File: config.mk
export PLATFORM = sky130hd
export DESIGN_NAME = decode_stage_flat
export DESIGN_NICKNAME = d
export VERILOG_FILES = /design/src/rtl/decode_pkg.sv /design/src/rtl/decode_if.sv /design/src/rtl/decode_comb.sv /design/src/rtl/decode_stage.sv /design/src/flat_wrapper.sv
export SDC_FILE = /design/constraint.sdc
export NUM_CORES = 1
export LEC_CHECK = 0
export BUFFER_PORTS_ARGS = -buffer_cell sky130_fd_sc_hd__buf_2
export CORE_ASPECT_RATIO = 0.8
export CORE_MARGIN = 2
export CORE_UTILIZATION = 51
export DETAILED_ROUTE_END_ITERATION = 16
export MAX_ROUTING_LAYER = met4
export PLACE_DENSITY_LB_ADDON = 0.2
export SYNTH_ARGS = -nofsm -noshare
export SYNTH_HDL_FRONTEND = slang
export SYNTH_SLANG_ARGS = --single-unit
File: constraint.sdc
create_clock -name clk_i -period 2.6 [get_ports clk_i]
set_input_delay 0.13 -clock clk_i [delete_from_list [all_inputs] [get_ports clk_i]]
set_output_delay 0.13 -clock clk_i [all_outputs]
set_load 0.02 [all_outputs]
File: src/rtl/decode_pkg.sv
// Shared RV32I decode types: opcodes, ALU op encodings, control bundle and stage FSM states.
package decode_pkg;

  localparam logic [6:0] OpcLoad   = 7'b0000011;
  localparam logic [6:0] OpcStore  = 7'b0100011;
  localparam logic [6:0] OpcBranch = 7'b1100011;
  localparam logic [6:0] OpcJalr   = 7'b1100111;
  localparam logic [6:0] OpcJal    = 7'b1101111;
  localparam logic [6:0] OpcOpImm  = 7'b0010011;
  localparam logic [6:0] OpcOp     = 7'b0110011;
  localparam logic [6:0] OpcLui    = 7'b0110111;
  localparam logic [6:0] OpcAuipc  = 7'b0010111;

  localparam logic [6:0] F7Base = 7'b0000000;
  localparam logic [6:0] F7Alt  = 7'b0100000;

  typedef enum logic [3:0] {
    AluAdd   = 4'd0,
    AluSlt   = 4'd1,
    AluAnd   = 4'd2,
    AluOr    = 4'd3,
    AluXor   = 4'd4,
    AluSll   = 4'd5,
    AluSrl   = 4'd6,
    AluSub   = 4'd7,
    AluSra   = 4'd8,
    AluSltu  = 4'd9,
    AluPassB = 4'd12
  } alu_op_e;

  typedef enum logic [1:0] {
    StEmpty,
    StFull,
    StLsWait
  } state_e;

  typedef struct packed {
    alu_op_e    alu_op;
    logic       reg_write;
    logic       branch;
    logic       jump;
    logic       jalr;
    logic       mem_read;
    logic       mem_write;
    logic       mem_to_reg;
    logic       use_imm;
    logic       use_pc;
    logic       ls;
    logic       illegal;
    logic [4:0] rs1;
    logic [4:0] rs2;
    logic [4:0] rd;
    logic [2:0] funct3;
  } ctrl_t;

  // alt turns ADD into SUB and SRL into SRA.
  function automatic alu_op_e f3_to_alu(input logic [2:0] f3, input logic alt);
    alu_op_e op;
    case (f3)
      3'b000:  op = alt ? AluSub : AluAdd;
      3'b001:  op = AluSll;
      3'b010:  op = AluSlt;
      3'b011:  op = AluSltu;
      3'b100:  op = AluXor;
      3'b101:  op = alt ? AluSra : AluSrl;
      3'b110:  op = AluOr;
      default: op = AluAnd;
    endcase
    return op;
  endfunction

endpackage

File: src/rtl/decode_if.sv
// Fetch-side and execute-side handshake bundle of the decode stage.
interface decode_if #(
  parameter int unsigned XLEN = 32
);
  logic [31:0]     instr_i;
  logic [XLEN-1:0] pc_i;
  logic            instr_valid_i;
  logic            instr_ready_o;
  logic            flush_i;
  logic            dec_valid_o;
  logic            dec_ready_i;
  logic            load_ready_i;
  logic [3:0]      alu_op_o;
  logic            reg_write_o;
  logic            branch_o;
  logic            jump_o;
  logic            jalr_o;
  logic            mem_read_o;
  logic            mem_write_o;
  logic            mem_to_reg_o;
  logic            use_imm_o;
  logic            use_pc_o;
  logic            ls_o;
  logic            illegal_o;
  logic [4:0]      rs1_o;
  logic [4:0]      rs2_o;
  logic [4:0]      rd_o;
  logic [2:0]      funct3_o;
  logic [XLEN-1:0] imm_o;
  logic [XLEN-1:0] pc_o;
  logic            ls_timeout_o;

  modport slave (
    input  instr_i, pc_i, instr_valid_i, flush_i, dec_ready_i, load_ready_i,
    output instr_ready_o, dec_valid_o, alu_op_o, reg_write_o, branch_o, jump_o, jalr_o,
           mem_read_o, mem_write_o, mem_to_reg_o, use_imm_o, use_pc_o, ls_o, illegal_o,
           rs1_o, rs2_o, rd_o, funct3_o, imm_o, pc_o, ls_timeout_o
  );

  modport master (
    output instr_i, pc_i, instr_valid_i, flush_i, dec_ready_i, load_ready_i,
    input  instr_ready_o, dec_valid_o, alu_op_o, reg_write_o, branch_o, jump_o, jalr_o,
           mem_read_o, mem_write_o, mem_to_reg_o, use_imm_o, use_pc_o, ls_o, illegal_o,
           rs1_o, rs2_o, rd_o, funct3_o, imm_o, pc_o, ls_timeout_o
  );
endinterface

File: src/rtl/decode_comb.sv
// Purely combinational RV32I field/immediate decode with illegal-instruction detection.
module decode_comb
  import decode_pkg::*;
#(
  parameter int unsigned XLEN = 32
) (
  input  logic [31:0]     instr_i,
  output ctrl_t           ctrl_o,
  output logic [XLEN-1:0] imm_o
);

  logic [6:0]  opcode;
  logic [6:0]  funct7;
  logic [2:0]  funct3;
  logic [31:0] imm_i, imm_s, imm_b, imm_u, imm_j, imm32;
  ctrl_t       ctrl;

  assign opcode = instr_i[6:0];
  assign funct3 = instr_i[14:12];
  assign funct7 = instr_i[31:25];

  assign imm_i = {{20{instr_i[31]}}, instr_i[31:20]};
  assign imm_s = {{20{instr_i[31]}}, instr_i[31:25], instr_i[11:7]};
  assign imm_b = {{20{instr_i[31]}}, instr_i[7], instr_i[30:25], instr_i[11:8], 1'b0};
  assign imm_u = {instr_i[31:12], 12'b0};
  assign imm_j = {{12{instr_i[31]}}, instr_i[19:12], instr_i[20], instr_i[30:21], 1'b0};

  always_comb begin
    ctrl        = '0;
    imm32       = '0;
    ctrl.rs1    = instr_i[19:15];
    ctrl.rs2    = instr_i[24:20];
    ctrl.rd     = instr_i[11:7];
    ctrl.funct3 = funct3;
    ctrl.alu_op = AluAdd;
    case (opcode)
      OpcOpImm: begin
        ctrl.reg_write = 1'b1;
        ctrl.use_imm   = 1'b1;
        imm32          = imm_i;
        ctrl.alu_op    = f3_to_alu(funct3, (funct3 == 3'b101) && instr_i[30]);
        ctrl.illegal   = (funct3 == 3'b001) && (funct7 != F7Base);
      end
      OpcOp: begin
        ctrl.reg_write = 1'b1;
        ctrl.alu_op    = f3_to_alu(funct3, funct7 == F7Alt);
        if (funct7 == F7Alt) ctrl.illegal = !(funct3 inside {3'b000, 3'b101});
        else                 ctrl.illegal = (funct7 != F7Base);
      end
      OpcLui: begin
        ctrl.reg_write = 1'b1;
        ctrl.use_imm   = 1'b1;
        ctrl.alu_op    = AluPassB;
        imm32          = imm_u;
      end
      OpcAuipc: begin
        ctrl.reg_write = 1'b1;
        ctrl.use_imm   = 1'b1;
        ctrl.use_pc    = 1'b1;
        imm32          = imm_u;
      end
      OpcJal: begin
        ctrl.reg_write = 1'b1;
        ctrl.jump      = 1'b1;
        ctrl.use_imm   = 1'b1;
        ctrl.use_pc    = 1'b1;
        imm32          = imm_j;
      end
      OpcJalr: begin
        ctrl.reg_write = 1'b1;
        ctrl.jump      = 1'b1;
        ctrl.jalr      = 1'b1;
        ctrl.use_imm   = 1'b1;
        imm32          = imm_i;
      end
      OpcBranch: begin
        ctrl.branch = 1'b1;
        imm32       = imm_b;
        case (funct3)
          3'b000, 3'b001: ctrl.alu_op = AluSub;
          3'b100, 3'b101: ctrl.alu_op = AluSlt;
          3'b110, 3'b111: ctrl.alu_op = AluSltu;
          default:        ctrl.illegal = 1'b1;
        endcase
      end
      OpcLoad: begin
        ctrl.reg_write  = 1'b1;
        ctrl.mem_read   = 1'b1;
        ctrl.mem_to_reg = 1'b1;
        ctrl.use_imm    = 1'b1;
        ctrl.ls         = 1'b1;
        imm32           = imm_i;
        ctrl.illegal    = funct3 inside {3'b011, 3'b110, 3'b111};
      end
      OpcStore: begin
        ctrl.mem_write = 1'b1;
        ctrl.use_imm   = 1'b1;
        ctrl.ls        = 1'b1;
        imm32          = imm_s;
        ctrl.illegal   = (funct3 > 3'b010);
      end
      default: ctrl.illegal = 1'b1;
    endcase
    // An illegal bundle must not touch state or memory, nor park the stage in LS wait.
    if (ctrl.illegal) begin
      ctrl.reg_write  = 1'b0;
      ctrl.branch     = 1'b0;
      ctrl.jump       = 1'b0;
      ctrl.jalr       = 1'b0;
      ctrl.mem_read   = 1'b0;
      ctrl.mem_write  = 1'b0;
      ctrl.mem_to_reg = 1'b0;
      ctrl.ls         = 1'b0;
    end
  end

  assign ctrl_o = ctrl;
  assign imm_o  = XLEN'($signed(imm32));

endmodule

File: src/rtl/decode_stage.sv
// Registered RV32I decode stage: valid/ready on both sides, holds load/store bundles until the
// LSU completes, with an optional wait timeout.
module decode_stage
  import decode_pkg::*;
#(
  parameter int unsigned XLEN       = 32,
  parameter int unsigned LS_TIMEOUT = 255,
  parameter int unsigned CNT_W      = 8
) (
  input logic     clk_i,
  input logic     rst_ni,
  decode_if.slave bus
);

  localparam logic [CNT_W-1:0] TimeoutLast = CNT_W'((LS_TIMEOUT == 0) ? 0 : LS_TIMEOUT - 1);

  state_e           state_q;
  ctrl_t            ctrl_q;
  logic [XLEN-1:0]  imm_q;
  logic [XLEN-1:0]  pc_q;
  logic [CNT_W-1:0] cnt_q;
  logic             timeout_q;

  ctrl_t           dec_ctrl;
  logic [XLEN-1:0] dec_imm;
  logic            instr_ready;
  logic            accept;

  decode_comb #(
    .XLEN(XLEN)
  ) u_decode_comb (
    .instr_i(bus.instr_i),
    .ctrl_o (dec_ctrl),
    .imm_o  (dec_imm)
  );

  // Flush blocks acceptance so a same-cycle instruction is never captured.
  always_comb begin
    instr_ready = 1'b0;
    unique case (state_q)
      StEmpty:  instr_ready = !bus.flush_i;
      StFull:   instr_ready = !bus.flush_i && bus.dec_ready_i && !ctrl_q.ls;
      default:  instr_ready = 1'b0;
    endcase
  end

  assign accept = bus.instr_valid_i && instr_ready;

  always_ff @(posedge clk_i or negedge rst_ni) begin
    if (!rst_ni) begin
      state_q   <= StEmpty;
      ctrl_q    <= '0;
      imm_q     <= '0;
      pc_q      <= '0;
      cnt_q     <= '0;
      timeout_q <= 1'b0;
    end else begin
      timeout_q <= 1'b0;
      unique case (state_q)
        StEmpty: begin
          if (accept) begin
            ctrl_q  <= dec_ctrl;
            imm_q   <= dec_imm;
            pc_q    <= bus.pc_i;
            state_q <= StFull;
          end
        end
        StFull: begin
          if (bus.flush_i) begin
            ctrl_q  <= '0;
            imm_q   <= '0;
            pc_q    <= '0;
            state_q <= StEmpty;
          end else if (bus.dec_ready_i) begin
            if (ctrl_q.ls) begin
              cnt_q   <= '0;
              state_q <= StLsWait;
            end else if (accept) begin
              ctrl_q <= dec_ctrl;
              imm_q  <= dec_imm;
              pc_q   <= bus.pc_i;
            end else begin
              ctrl_q  <= '0;
              imm_q   <= '0;
              pc_q    <= '0;
              state_q <= StEmpty;
            end
          end
        end
        StLsWait: begin
          if (bus.load_ready_i || ((LS_TIMEOUT != 0) && (cnt_q == TimeoutLast))) begin
            timeout_q <= !bus.load_ready_i;
            ctrl_q    <= '0;
            imm_q     <= '0;
            pc_q      <= '0;
            cnt_q     <= '0;
            state_q   <= StEmpty;
          end else if (cnt_q != {CNT_W{1'b1}}) begin
            cnt_q <= cnt_q + 1'b1;
          end
        end
        default: state_q <= StEmpty;
      endcase
    end
  end

  assign bus.instr_ready_o = instr_ready;
  assign bus.dec_valid_o   = (state_q == StFull);
  assign bus.alu_op_o      = ctrl_q.alu_op;
  assign bus.reg_write_o   = ctrl_q.reg_write;
  assign bus.branch_o      = ctrl_q.branch;
  assign bus.jump_o        = ctrl_q.jump;
  assign bus.jalr_o        = ctrl_q.jalr;
  assign bus.mem_read_o    = ctrl_q.mem_read;
  assign bus.mem_write_o   = ctrl_q.mem_write;
  assign bus.mem_to_reg_o  = ctrl_q.mem_to_reg;
  assign bus.use_imm_o     = ctrl_q.use_imm;
  assign bus.use_pc_o      = ctrl_q.use_pc;
  assign bus.ls_o          = ctrl_q.ls;
  assign bus.illegal_o     = ctrl_q.illegal;
  assign bus.rs1_o         = ctrl_q.rs1;
  assign bus.rs2_o         = ctrl_q.rs2;
  assign bus.rd_o          = ctrl_q.rd;
  assign bus.funct3_o      = ctrl_q.funct3;
  assign bus.imm_o         = imm_q;
  assign bus.pc_o          = pc_q;
  assign bus.ls_timeout_o  = timeout_q;

endmodule

File: src/flat_wrapper.sv
// flat-port wrapper written by rule: the top's interface ports become plain ports
module decode_stage_flat import decode_pkg::*;
#(
  parameter int unsigned XLEN       = 32,
  parameter int unsigned LS_TIMEOUT = 255,
  parameter int unsigned CNT_W      = 8
)
  (clk_i, rst_ni, bus_instr_i, bus_pc_i, bus_instr_valid_i, bus_flush_i, bus_dec_ready_i, bus_load_ready_i, bus_instr_ready_o, bus_dec_valid_o, bus_alu_op_o, bus_reg_write_o, bus_branch_o, bus_jump_o, bus_jalr_o, bus_mem_read_o, bus_mem_write_o, bus_mem_to_reg_o, bus_use_imm_o, bus_use_pc_o, bus_ls_o, bus_illegal_o, bus_rs1_o, bus_rs2_o, bus_rd_o, bus_funct3_o, bus_imm_o, bus_pc_o, bus_ls_timeout_o);
  decode_if #(.XLEN(XLEN)) bus_i ();
  input logic clk_i;
  input logic rst_ni;
  input wire logic [$bits(bus_i.instr_i)-1:0] bus_instr_i;
  input wire logic [$bits(bus_i.pc_i)-1:0] bus_pc_i;
  input wire logic [$bits(bus_i.instr_valid_i)-1:0] bus_instr_valid_i;
  input wire logic [$bits(bus_i.flush_i)-1:0] bus_flush_i;
  input wire logic [$bits(bus_i.dec_ready_i)-1:0] bus_dec_ready_i;
  input wire logic [$bits(bus_i.load_ready_i)-1:0] bus_load_ready_i;
  output wire logic [$bits(bus_i.instr_ready_o)-1:0] bus_instr_ready_o;
  output wire logic [$bits(bus_i.dec_valid_o)-1:0] bus_dec_valid_o;
  output wire logic [$bits(bus_i.alu_op_o)-1:0] bus_alu_op_o;
  output wire logic [$bits(bus_i.reg_write_o)-1:0] bus_reg_write_o;
  output wire logic [$bits(bus_i.branch_o)-1:0] bus_branch_o;
  output wire logic [$bits(bus_i.jump_o)-1:0] bus_jump_o;
  output wire logic [$bits(bus_i.jalr_o)-1:0] bus_jalr_o;
  output wire logic [$bits(bus_i.mem_read_o)-1:0] bus_mem_read_o;
  output wire logic [$bits(bus_i.mem_write_o)-1:0] bus_mem_write_o;
  output wire logic [$bits(bus_i.mem_to_reg_o)-1:0] bus_mem_to_reg_o;
  output wire logic [$bits(bus_i.use_imm_o)-1:0] bus_use_imm_o;
  output wire logic [$bits(bus_i.use_pc_o)-1:0] bus_use_pc_o;
  output wire logic [$bits(bus_i.ls_o)-1:0] bus_ls_o;
  output wire logic [$bits(bus_i.illegal_o)-1:0] bus_illegal_o;
  output wire logic [$bits(bus_i.rs1_o)-1:0] bus_rs1_o;
  output wire logic [$bits(bus_i.rs2_o)-1:0] bus_rs2_o;
  output wire logic [$bits(bus_i.rd_o)-1:0] bus_rd_o;
  output wire logic [$bits(bus_i.funct3_o)-1:0] bus_funct3_o;
  output wire logic [$bits(bus_i.imm_o)-1:0] bus_imm_o;
  output wire logic [$bits(bus_i.pc_o)-1:0] bus_pc_o;
  output wire logic [$bits(bus_i.ls_timeout_o)-1:0] bus_ls_timeout_o;
  assign bus_i.instr_i = bus_instr_i;
  assign bus_i.pc_i = bus_pc_i;
  assign bus_i.instr_valid_i = bus_instr_valid_i;
  assign bus_i.flush_i = bus_flush_i;
  assign bus_i.dec_ready_i = bus_dec_ready_i;
  assign bus_i.load_ready_i = bus_load_ready_i;
  assign bus_instr_ready_o = bus_i.instr_ready_o;
  assign bus_dec_valid_o = bus_i.dec_valid_o;
  assign bus_alu_op_o = bus_i.alu_op_o;
  assign bus_reg_write_o = bus_i.reg_write_o;
  assign bus_branch_o = bus_i.branch_o;
  assign bus_jump_o = bus_i.jump_o;
  assign bus_jalr_o = bus_i.jalr_o;
  assign bus_mem_read_o = bus_i.mem_read_o;
  assign bus_mem_write_o = bus_i.mem_write_o;
  assign bus_mem_to_reg_o = bus_i.mem_to_reg_o;
  assign bus_use_imm_o = bus_i.use_imm_o;
  assign bus_use_pc_o = bus_i.use_pc_o;
  assign bus_ls_o = bus_i.ls_o;
  assign bus_illegal_o = bus_i.illegal_o;
  assign bus_rs1_o = bus_i.rs1_o;
  assign bus_rs2_o = bus_i.rs2_o;
  assign bus_rd_o = bus_i.rd_o;
  assign bus_funct3_o = bus_i.funct3_o;
  assign bus_imm_o = bus_i.imm_o;
  assign bus_pc_o = bus_i.pc_o;
  assign bus_ls_timeout_o = bus_i.ls_timeout_o;
  decode_stage #(.XLEN(XLEN), .LS_TIMEOUT(LS_TIMEOUT), .CNT_W(CNT_W)) u_core (.clk_i(clk_i), .rst_ni(rst_ni), .bus(bus_i));
endmodule
==> out/qor.csv <==
metric;value;unit
outcome;complete, no violations;
nFillCells;840;
postCtsResizedCells;0;
rows;32;
drc;0;
power.static_leakage;3.48;nW
die_y;93.8;um
synth_top_area_cell;dfrtp_1;
synthesis.nets;625;
clock_latency;0.34;ns
crit_path_end_kind;flop;
grt_max_degree;86;
grt_pass1_wl;22000;um
die_x;116;um
synthCells;549;
hold_path_startpoint;bus_pc_i[27];
avgViaCountPerCell;5.61;
max_freq;424;MHz
final_hold_viol_count;0;
power.density;911;nW/um2
drt_wl_total;14100;um
synth-seq-cells;107;
area_growth;25.1;%
clockBufferDepth;2;
multi_input_area;2250;um2
crit_buf_inv;1;
fin_area;6430;um2
max_cap_viol_count;0;
cp_top_family;simple AND/OR/NAND/NOR gates;
h-tree-depth;3;
whs_path_depth;3;
reg2reg_from;u_core.state_q[1];
numCtsBuffers;9;
relSlewSlack;47.1;%
ys_types;61;
overflow;0;
coreArea;9730;um2
grt_setup_unrepaired;no;
avgSynthCellArea;9.37;um2
drive_above_1_share;28.4;%
cts_tree;done;
synth_top_cell_area_share;52.1;%
crit_cells;7;
rr_worst_depth;7;
antenna_left;0;
worst_hold_path.endpoint;u_core.bus.pc_o[27];
io_buffers;169;
synth_common_cells;nand2_1 (140), dfrtp_1 (107), nand3_1 (58);
critPathLaunchType;flop;
antenna_found_initial;0;
r2r-end;u_core.bus.mem_to_reg_o;
hp-class;primary input to flop;
cp_max_fo;11;
ys_seq_area_share;52.1;%
io_pins;170;
cp.required;2.87;ns
clkTransAtPathRegs;0.07;ns
antennaDiodeCount;0;
drtPass1Iterations;5;
vias;4751;
worstPathArrival;2.63;ns
crit_path_cell_trace;inv_1 > ha_1 > and2b_1 > a221oi_2 > nand2_4 > nor2_1 > a32o_1;
first_global_vias;4331;
netlist_area;5140;um2
startpoint;u_core.state_q[1];
drt_iter0_drc;458;
critical_path_class;flop to flop;
yosys_most_used_dff;dfrtp_1;
track_usage;26.5;%
r2r_setup_slack;0.24;ns
place.gp.congestion;0.936;
timing.hold.ws;0.00538;ns
start_util;52.9;%
placed_area;6070;um2
root_buffer;clkbuf_16;
seq_area;2680;um2
max_stage_delay;0.63;ns
async_flop_share;100;%
wl_per_cell;16.6;um
nets;782;
finalSetupViolCount;0;
synth.most_common_cell;nand2_1;
min_period;2.36;ns
cts_sinks;107;
yosys_warnings;0;
final.setup_skew;0.00825;ns
maxSlewViolCount;0;
ir_drop;0.000564;V
fin_crit_sh;90.8;%
critical_path.slowest_cell;nor2_1;
hpwl;9830;um
ys_top_cells_by_area;dfrtp_1 (52%), nand2_1 (10%), nand3_1 (5.6%), a22o_1 (3.4%), a21oi_1 (1.8%);
dieArea;10900;um2
fin_setup_tns;0;ns
worst_pin_slew;0.790;ns
synth_edf_count;0;
metrics by stage:
step                      utilization [%]  total power [mW]  setup slack, ns  instances
after floorplan                         -              3.76            0.633        549
after detailed placement             62.4              4.53            0.301        824
final                                66.1              5.86            0.240        847
after global placement               62.4              4.45            0.395        824
after CTS                            66.1              5.90            0.280        847
after global routing                 66.1              6.21           0.0979        847
power by group:
| group | leakage [nW] | internal [mW] | switching (mW) | total [mW] |
|---|---|---|---|---|
| combinational | 1.91 | 0.699 | 1.60 | 2.30 |
| clock | 0.144 | 0.754 | 0.605 | 1.36 |
| sequential | 1.43 | 2.02 | 0.181 | 2.20 |
how the worst max path moves through the flow:
stage / endpoint
2_1_floorplan: u_core.bus.mem_to_reg_o
6_report: u_core.bus.mem_to_reg_o
3_3_place_gp: u_core.bus.reg_write_o
4_1_cts: u_core.bus.mem_write_o
5_1_grt: u_core.bus.mem_to_reg_o
3_5_place_dp: u_core.bus.mem_to_reg_o
worst register-to-register path, stage by stage, from the launching register on:
cell and delay (ns):
dfrtp_1 0.37, inv_1 0.09, ha_1 0.24, and2b_1 0.25, a221oi_2 0.34, nand2_4 0.10, nor2_1 0.63, a32o_1 0.28
logic make-up (layout without fill, tap and decap cells):
family	after synthesis	in the layout	share of synthesized area [%]
fa+ha+maj	6	6	1.46
xor+xnor	5	5	0.851
mux	2	2	0.389
buf+inv	45	207	4.45
compound gates	125	125	17.5
simple gates	259	259	23.3
flops	107	107	52.1
cell usage in the layout (no fill, tap or decap), types with 3 or more instances in the layout:
cell type,n
xor2_1,4
a21oi_1,19
dfrtp_1,107
a22o_1,20
nor2_1,12
inv_1,8
a21o_1,12
nor2b_1,4
clkbuf_16,9
buf_2,168
nand2b_1,5
nand2_1,139
o21ai_0,17
o211ai_1,3
and2_1,5
o31ai_1,7
o21ai_1,16
a22oi_1,5
nand4_1,4
ha_1,6
a32o_1,3
nor3_1,8
buf_4,5
or3_1,5
dlygate4sd3_1,7
nand3_1,58
buf_12,3
metal layers:
layer | track usage (%) | wire length (um)
met3 | 5.10 | 1120
met2 | 41.0 | 6570
met5 | - | 0
met4 | 5.56 | 140
met1 | 36.9 | 6220
flip-flops by register name, indices dropped and copies added, names as in the netlist, 2 cells and up:
signal and count:
u_core.state_q 2, u_core.bus.rs1_o 5, u_core.bus.rd_o 5, u_core.bus.funct3_o 3
u_core.bus.alu_op_o 4, u_core.bus.rs2_o 5, u_core.bus.imm_o 32, u_core.bus.pc_o 32
u_core.cnt_q 8
final cells by class:
type	count	area share, %
clock buffers	11	3.62
well taps	136	2.64
inverters	8	0.467
clock inverters	5	0.953
multi-input cells	397	35.0
repair buffers	183	15.7
flip-flops and latches	107	41.6
repair_timing:
item | in CTS | in global routing
hold endpoints to repair | 61 | 0
setup endpoints to repair | 0 | 0
hold buffers | 7 | 0
setup buffers | 0 | 0
No activity file was read; power rests on OpenSTA's default activity.
